`src/rtl/uart_mmio.sv`:
```
// Memory-mapped 8N1 UART: TXDATA/STATUS/RXDATA/CTRL registers on the core data bus,
// one-byte receive holding register with overrun and framing-error flags.
module uart_mmio #(
  parameter int unsigned CLKS_PER_BIT = 434,
  parameter logic [31:0] BASE_ADDR    = 32'h1001_0000
) (
  input  logic        clk,
  input  logic        reset,
  input  logic        memread,
  input  logic        memwrite,
  input  logic [31:0] data_address,
  input  logic [31:0] writedata,
  output logic        hit,
  output logic [31:0] read_data,
  input  logic        uart_rx,
  output logic        uart_tx
);
  localparam int CW = $clog2(CLKS_PER_BIT);
  localparam logic [CW-1:0] BIT_LAST  = CW'(CLKS_PER_BIT - 1);
  localparam logic [CW-1:0] HALF_LAST = CW'(CLKS_PER_BIT / 2 - 1);

  typedef enum logic [1:0] {TX_IDLE, TX_START, TX_DATA, TX_STOP} tx_state_t;
  typedef enum logic [1:0] {RX_IDLE, RX_START, RX_DATA, RX_STOP} rx_state_t;

  tx_state_t     tx_state;
  logic [CW-1:0] tx_cnt;
  logic [2:0]    tx_idx;
  logic [7:0]    tx_shift;

  rx_state_t     rx_state;
  logic [CW-1:0] rx_cnt;
  logic [2:0]    rx_idx;
  logic [7:0]    rx_shift;
  logic          rx_s1, rx_s2;

  logic [7:0] rx_data;
  logic       rx_valid, rx_overrun, rx_frame_err;

  logic [3:0] off;
  logic       tx_wr, ctrl_wr, rx_rd, tx_busy, rx_done, rx_bad;
  logic       unused_wdata;

  assign off          = data_address[3:0];
  assign hit          = (data_address[31:4] == BASE_ADDR[31:4]);
  assign tx_wr        = memwrite & hit & (off == 4'h0);
  assign ctrl_wr      = memwrite & hit & (off == 4'hC);
  assign rx_rd        = memread & hit & (off == 4'h8);
  assign tx_busy      = (tx_state != TX_IDLE);
  assign unused_wdata = ^writedata[31:8];

  always_comb begin
    read_data = '0;
    if (hit) begin
      case (off)
        4'h4:    read_data = {28'd0, rx_frame_err, rx_overrun, rx_valid, tx_busy};
        4'h8:    read_data = {24'd0, rx_data};
        default: read_data = '0;
      endcase
    end
  end

  // A write landing on the final stop-bit cycle starts the next frame with no idle gap.
  always_ff @(posedge clk) begin
    if (reset) begin
      tx_state <= TX_IDLE;
      tx_cnt   <= '0;
      tx_idx   <= '0;
      tx_shift <= '0;
      uart_tx  <= 1'b1;
    end else begin
      case (tx_state)
        TX_IDLE: if (tx_wr) begin
          tx_shift <= writedata[7:0];
          tx_cnt   <= '0;
          uart_tx  <= 1'b0;
          tx_state <= TX_START;
        end
        TX_START: if (tx_cnt == BIT_LAST) begin
          tx_cnt   <= '0;
          tx_idx   <= '0;
          uart_tx  <= tx_shift[0];
          tx_shift <= {1'b0, tx_shift[7:1]};
          tx_state <= TX_DATA;
        end else tx_cnt <= tx_cnt + CW'(1);
        TX_DATA: if (tx_cnt == BIT_LAST) begin
          tx_cnt <= '0;
          if (tx_idx == 3'd7) begin
            uart_tx  <= 1'b1;
            tx_state <= TX_STOP;
          end else begin
            uart_tx  <= tx_shift[0];
            tx_shift <= {1'b0, tx_shift[7:1]};
            tx_idx   <= tx_idx + 3'd1;
          end
        end else tx_cnt <= tx_cnt + CW'(1);
        TX_STOP: if (tx_cnt == BIT_LAST) begin
          tx_cnt <= '0;
          if (tx_wr) begin
            tx_shift <= writedata[7:0];
            uart_tx  <= 1'b0;
            tx_state <= TX_START;
          end else tx_state <= TX_IDLE;
        end else tx_cnt <= tx_cnt + CW'(1);
        default: tx_state <= TX_IDLE;
      endcase
    end
  end

  always_ff @(posedge clk) begin
    if (reset) begin
      rx_s1    <= 1'b1;
      rx_s2    <= 1'b1;
      rx_state <= RX_IDLE;
      rx_cnt   <= '0;
      rx_idx   <= '0;
      rx_shift <= '0;
    end else begin
      rx_s1 <= uart_rx;
      rx_s2 <= rx_s1;
      case (rx_state)
        RX_IDLE: begin
          rx_cnt <= '0;
          if (!rx_s2) rx_state <= RX_START;
        end
        RX_START: if (rx_cnt == HALF_LAST) begin
          rx_cnt   <= '0;
          rx_idx   <= '0;
          rx_state <= rx_s2 ? RX_IDLE : RX_DATA;
        end else rx_cnt <= rx_cnt + CW'(1);
        RX_DATA: if (rx_cnt == BIT_LAST) begin
          rx_cnt   <= '0;
          rx_shift <= {rx_s2, rx_shift[7:1]};
          rx_idx   <= rx_idx + 3'd1;
          if (rx_idx == 3'd7) rx_state <= RX_STOP;
        end else rx_cnt <= rx_cnt + CW'(1);
        RX_STOP: if (rx_cnt == BIT_LAST) begin
          rx_cnt   <= '0;
          rx_state <= RX_IDLE;
        end else rx_cnt <= rx_cnt + CW'(1);
        default: rx_state <= RX_IDLE;
      endcase
    end
  end

  assign rx_done = (rx_state == RX_STOP) && (rx_cnt == BIT_LAST) && rx_s2;
  assign rx_bad  = (rx_state == RX_STOP) && (rx_cnt == BIT_LAST) && !rx_s2;

  // Clears are written first so a same-cycle error event overrides them.
  always_ff @(posedge clk) begin
    if (reset) begin
      rx_data      <= '0;
      rx_valid     <= 1'b0;
      rx_overrun   <= 1'b0;
      rx_frame_err <= 1'b0;
    end else begin
      if (ctrl_wr && writedata[0]) rx_overrun   <= 1'b0;
      if (ctrl_wr && writedata[1]) rx_frame_err <= 1'b0;
      if (rx_bad) rx_frame_err <= 1'b1;
      if (rx_done) begin
        if (!rx_valid || rx_rd) begin
          rx_data  <= rx_shift;
          rx_valid <= 1'b1;
        end else rx_overrun <= 1'b1;
      end else if (rx_rd) rx_valid <= 1'b0;
    end
  end
endmodule

```
`config.mk`:
```
export PLATFORM = sky130hd
export DESIGN_NAME = uart_mmio
export DESIGN_NICKNAME = d
export VERILOG_FILES = /design/src/rtl/uart_mmio.sv
export SDC_FILE = /design/constraint.sdc
export NUM_CORES = 1
export LEC_CHECK = 0
export BUFFER_PORTS_ARGS = -buffer_cell sky130_fd_sc_hd__buf_4
export CAP_MARGIN = 0
export CORE_ASPECT_RATIO = 1.25
export CORE_MARGIN = 3
export CORE_UTILIZATION = 53
export CTS_BUF_LIST = sky130_fd_sc_hd__clkbuf_4 sky130_fd_sc_hd__clkbuf_8
export CTS_CLUSTER_DIAMETER = 120
export DETAILED_ROUTE_END_ITERATION = 7
export HOLD_SLACK_MARGIN = 0.15
export PLACE_DENSITY = 0.83
export SETUP_SLACK_MARGIN = 0.02
export SKIP_CTS_REPAIR_TIMING = 1
export SLEW_MARGIN = 30
export SYNTH_ARGS = -nofsm -noshare
export SYNTH_HDL_FRONTEND = slang
export SYNTH_SLANG_ARGS = --single-unit
```
`constraint.sdc`:
```
create_clock -name clk -period 2.55 [get_ports clk]
set_input_delay 0.51 -clock clk [delete_from_list [all_inputs] [get_ports clk]]
set_output_delay 0.51 -clock clk [all_outputs]
set_load 0.01 [all_outputs]
```
Word level (Yosys, flattened, before mapping)
Index checks and enable logic that the tools add are counted.
{ "totals": {"regBits": 58, "in_bits": 69, "output_inout_bits": 34, "elab_cells": 127} }
{ "classes": {"n_addsub": 4, "n_eq_ne": 27, "mux": 49, "bitwise_logic": 5, "n_reduce_logical": 27} }
{ "op_table": {"columns": ["op", "n"], "rows": [
  ["8-bit two-way mux", 6],
  ["9-bit two-way mux", 4],
  ["8-bit one-hot mux with 4 select lines", 1],
  ["28-bit by 25-bit == test with 1-bit output, second input constant", 1],
  ["9-bit one-hot mux with 3 select lines", 1],
  ["2-bit two-way mux", 11],
  ["2-bit inequality test, second input constant", 11],
  ["9-bit by 1-bit adder with 9-bit output, second input constant", 2],
  ["9-bit == test, second input constant", 2],
  ["9-bit one-hot mux with 2 select lines", 1],
  ["2-bit one-hot mux with 4 select lines", 2],
  ["8-bit one-hot mux with 2 select lines", 1],
  ["3-bit two-way mux", 5],
  ["1-bit two-way mux", 14],
  ["3-bit one-hot mux with 2 select lines", 2],
  ["5-bit AND reduction", 2],
  ["2-bit nonzero test", 5],
  ["9-bit by 8-bit == test with 1-bit output, second input constant", 1],
  ["2-bit == test, second input constant", 4],
  ["4-bit == test, second input constant", 2],
  ["4-bit AND reduction", 2],
  ["3-bit by 1-bit adder with 3-bit output, second input constant", 2],
  ["3-bit == test, second input constant", 2],
  ["2-bit AND reduction", 3],
  ["13 further kinds", 25]
]} }

Longest topological paths before layout
{ "logic_depth": {"ltp_word": 7, "mapped_depth": 8, "mapped_depth_nobuf": 7} }

Least setup slack after synthesis
Ideal clock, no wire load.
{ "synth_timing": {"path_kind": "input -> output", "start": "input data_address[14]", "end": "output read_data[4]", "t_arrival_ns": 1.559, "required_ns": 2.040, "path_slack_ns": 0.481, "stages": 5, "n_path_buf": 0, "path_cell_list": "nor4b_2 > and4_4 > nand2_1 > inv_1 > and3_1"} }
{ "synth_between": {"elab_chain_cells": 2} }
{ "synth_rtl": {"columns": ["item", "line_no", "rtl"], "rows": [
  ["start, declared", "11", "input logic [31:0] data_address,"],
  ["28-bit by 25-bit == test with 1-bit output", "44", "assign hit = (data_address[31:4] == BASE_ADDR[31:4]);"],
  ["via hit", "13", "output logic hit,"],
  ["8-bit two-way mux", "53", "if (hit) begin"],
  ["end, declared", "14", "output logic [31:0] read_data,"]
]} }
The timed path passes the listed nets, and every way through them passes these cells.

Final worst setup path
{ "layout_timing": {"start": "input data_address[5]", "end": "output read_data[5]"} }
{ "layout_between": {"elab_chain_cells": 2} }
{ "layout_rtl": {"columns": ["item", "line_no"], "rows": [
  ["28-bit by 25-bit == test with 1-bit output", "44"],
  ["8-bit two-way mux", "53"]
]} }
Every way passes these cells.

==> impl_metrics.yaml <==
final_layout:
  final_cell_utilization_of_the_core_pct: 65.6
  fin_nets: 499
  filler_cell_count: 484
  design_area_um2: 3840
  antennaDiodeCount: 0
  layout_common_cells: "60 x sky130_fd_sc_hd__buf_4, 58 x sky130_fd_sc_hd__dfxtp_1, 35 x sky130_fd_sc_hd__nor2_1"
  area_delta_synth_final_pct: 18.4
  layout_commonest_cell: "sky130_fd_sc_hd__buf_4"
  drive_gt1_share_pct: 25.4
placed_design:
  routabilityCongestion: 0.819
  io_buffer_count: 54
  pre_cts_ws_ps: 166
  hpwl_um: 5170
  detailed_place.area_um2: 3650
sta:
  finalSetupViolations: 0
  final.period_utilization_pct: 94.1
  max-slew-margin-rel_pct: 56.1
  rsz0062_at_grt: "false"
  clock_skew_ps: 6.39
  timing_hold_violations_final: 0
  period_minus_slack_ps: 2400
  final_max_slew_viol_count: 0
  timing.fmax_ghz: 0.417
  worst_pin_slew_ps: 657
  final.setup.worst_slack_ps: 150
  fin_tns_setup_ps: 0
synthesis:
  syn-mean-instance-area_um2: 9.01
  synth_edf_count: 0
  seq_area_frac_synth_pct: 35.8
  synth.mux.area_fraction_pct: 8.33
  asyncSetResetFlopFracSynth_pct: 0
  yosys_register_bits: 58
  netlist.top_cell.by_area: "sky130_fd_sc_hd__dfxtp_1"
  post_synth_num_cell_types: 58
  yosys_warnings: 0
  synth_compound_area_share_pct: 15.9
  synthAdderAreaFrac_pct: 5.40
  synthXorXnorAreaFrac_pct: 1.89
  post_synth_main_area_contributors: "sky130_fd_sc_hd__dfxtp_1 36%, sky130_fd_sc_hd__buf_4 6.0%, sky130_fd_sc_hd__mux2i_1 5.6%"
  synthDominantCellAreaShare_pct: 35.8
  synthesis.area_um2: 3240
  synth_top_family_by_area: "simple AND/OR/NAND/NOR gates"
  synth_top_flop_cell: "sky130_fd_sc_hd__dfxtp_1"
  synth_simple_gate_area_share_pct: 23.6
  postSynthCellCount: 360
route:
  antenna_left: 0
  total_via_count_after_detailed_routing: 2721
  drt-pass1-iter-count: 4
  detail_route.wirelength_um: 6870
  wire_per_inst_um: 13.7
  initialDrtViolationCount: 153
  drc: 0
  viasPerCell: 5.41
worst_setup_path:
  critical_path.cell_chain: "buf_4, nor4_2, and4_4, nand2_1, inv_1, and3_1, buf_4"
  worst-path-stages: 7
  critPathBufInv: 3
  cp-start-kind: "input pin"
  r2r.worst_path.cells: 4
  critical_path.most_common_cell: "sky130_fd_sc_hd__buf_4"
  worstSetupEndpointType: "primary output"
  arrival_time_at_the_worst_endpoint_ps: 1890
  critPathSlowestCell: "sky130_fd_sc_hd__nor4_2"
  timing.critical_path.fanout_max: 7
  cpPeakStageDelay_ps: 360
  timing.critical_path.max_delay_family: "simple AND/OR/NAND/NOR gates"
  critPathKind: "input pin to primary output"
  critPathRequiredTime_ps: 2040
floorplan:
  start_util_pct: 55.4
  io_pins: 103
  die-area_um2: 7100
  horiz_die_dim_um: 76.0
  core_area_um2: 5860
  die_h_um: 93.5
  core.rowCount: 31
power_and_ir_drop:
  leakage_nw: 1.47
  p_per_area_nw_per_um2: 479
  ir_drop_v: 0.000492
clocking:
  cts.sink_count: 58
  clk_root_buf: "sky130_fd_sc_hd__clkbuf_8"
  cts.path.max_buffers: 2
  ctsHtreeMaxLevel: 3
  cts_buffers: 9
  tritoncts_clock_tree: "built"
  clk_pin_slew_ps: 70
  worstSkewPairLatency_ps: 340
grt:
  number_of_antenna_violations_at_the_first_check_in_global_routing: 0
  groute.usage.overall_pct: 19.3
  vias_in_the_first_global_route: 2585
  grt_pass1_wl_um: 11200
  grt_overflow: 0
  maximum_number_of_pins_on_one_net_before_global_route_repair: 31
worst_hold_path:
  hp-class: "input pin to register"
  hold-path-cell-count: 2
outcome:
  run_status: "complete, no violations"
job:
  max-cap-violations: 0
## logic make-up (layout without fill, tap and decap cells)
| logic type | Yosys count | count (layout) |
|---|---|---|
| other | 1 | 24 |
| XOR/XNOR | 7 | 7 |
| adder cells (fa/ha/maj) | 14 | 14 |
| flip-flops | 58 | 58 |
| buffers and inverters | 50 | 88 |
| AO/OA/AOI/OAI | 71 | 71 |
| multiplexers | 26 | 26 |
| AND/OR/NAND/NOR | 133 | 133 |
## final timing paths
check                           startpoint                       end  slack (ps)
setup reg to reg  tx_state[0]$_SDFFE_PP0P_  tx_shift[4]$_SDFFE_PP0P_         590
hold / removal                     uart_rx          rx_s1$_SDFF_PP1_         360
hold reg to reg           rx_s1$_SDFF_PP1_          rx_s2$_SDFF_PP1_         410
setup / recovery           data_address[5]              read_data[5]         150
## report_power, final
part           internal (mW)  switching (mW)
registers              0.909         0.00466
clock network          0.428           0.369
logic                 0.0649          0.0640
## cells in the mapped netlist, drive strengths merged (7+ instances only)
| master | instances |
|---|---|
| nor2 | 35 |
| nand2 | 29 |
| mux2 | 8 |
| dfxtp | 58 |
| o21ai | 10 |
| ha | 14 |
| clkbuf | 8 |
| o311a | 7 |
| a21oi | 15 |
| buf | 30 |
| o21bai | 7 |
| mux2i | 18 |
| inv | 11 |
| or2 | 7 |
## stage by stage
stage	hold WS (ps)	std cells	power [mW]
detailed placement	395	487	1.06
global placement	396	487	1.06
finish	356	503	1.84
floorplan	389	383	1.02
CTS	350	503	1.85
global route	367	503	1.90
## per-layer routing
metal	vias up	GRT usage, %	wire [um]
li1	1365	-	-
met1	1297	21.1	2740
met2	53	35.4	3790
met3	6	4.14	277
met4	0	9.67	59
met5	-	0	0
## registers in the layout (all words and copies together), names as in the netlist, named ones only
signal and count:
rx_cnt 9, rx_data 8, rx_frame_err 1, rx_idx 3
rx_overrun 1, rx_s1 1, rx_s2 1, rx_shift 8
rx_state 1, rx_valid 1, tx_cnt 9, tx_idx 3
tx_shift 8, tx_state 2, uart_tx 1
## worst reg2reg max path, stage by stage (launching register included)
cell                      delay (ps)
sky130_fd_sc_hd__dfxtp_1         440
sky130_fd_sc_hd__inv_1           140
sky130_fd_sc_hd__ha_1            590
sky130_fd_sc_hd__mux2_2          400
sky130_fd_sc_hd__o311a_1         290
## layout make-up
type / instances / area (um^2) / area share, %
clock buffer: 12 / 165 / 4.30
clock inverter: 4 / 25.0 / 0.652
inverter: 12 / 45.0 / 1.17
multi-input combinational: 275 / 1890 / 49.2
sequential: 58 / 1160 / 30.2
tap: 82 / 103 / 2.67
timing repair buffer: 60 / 450 / 11.7
Power figures use the tool's default switching activity.
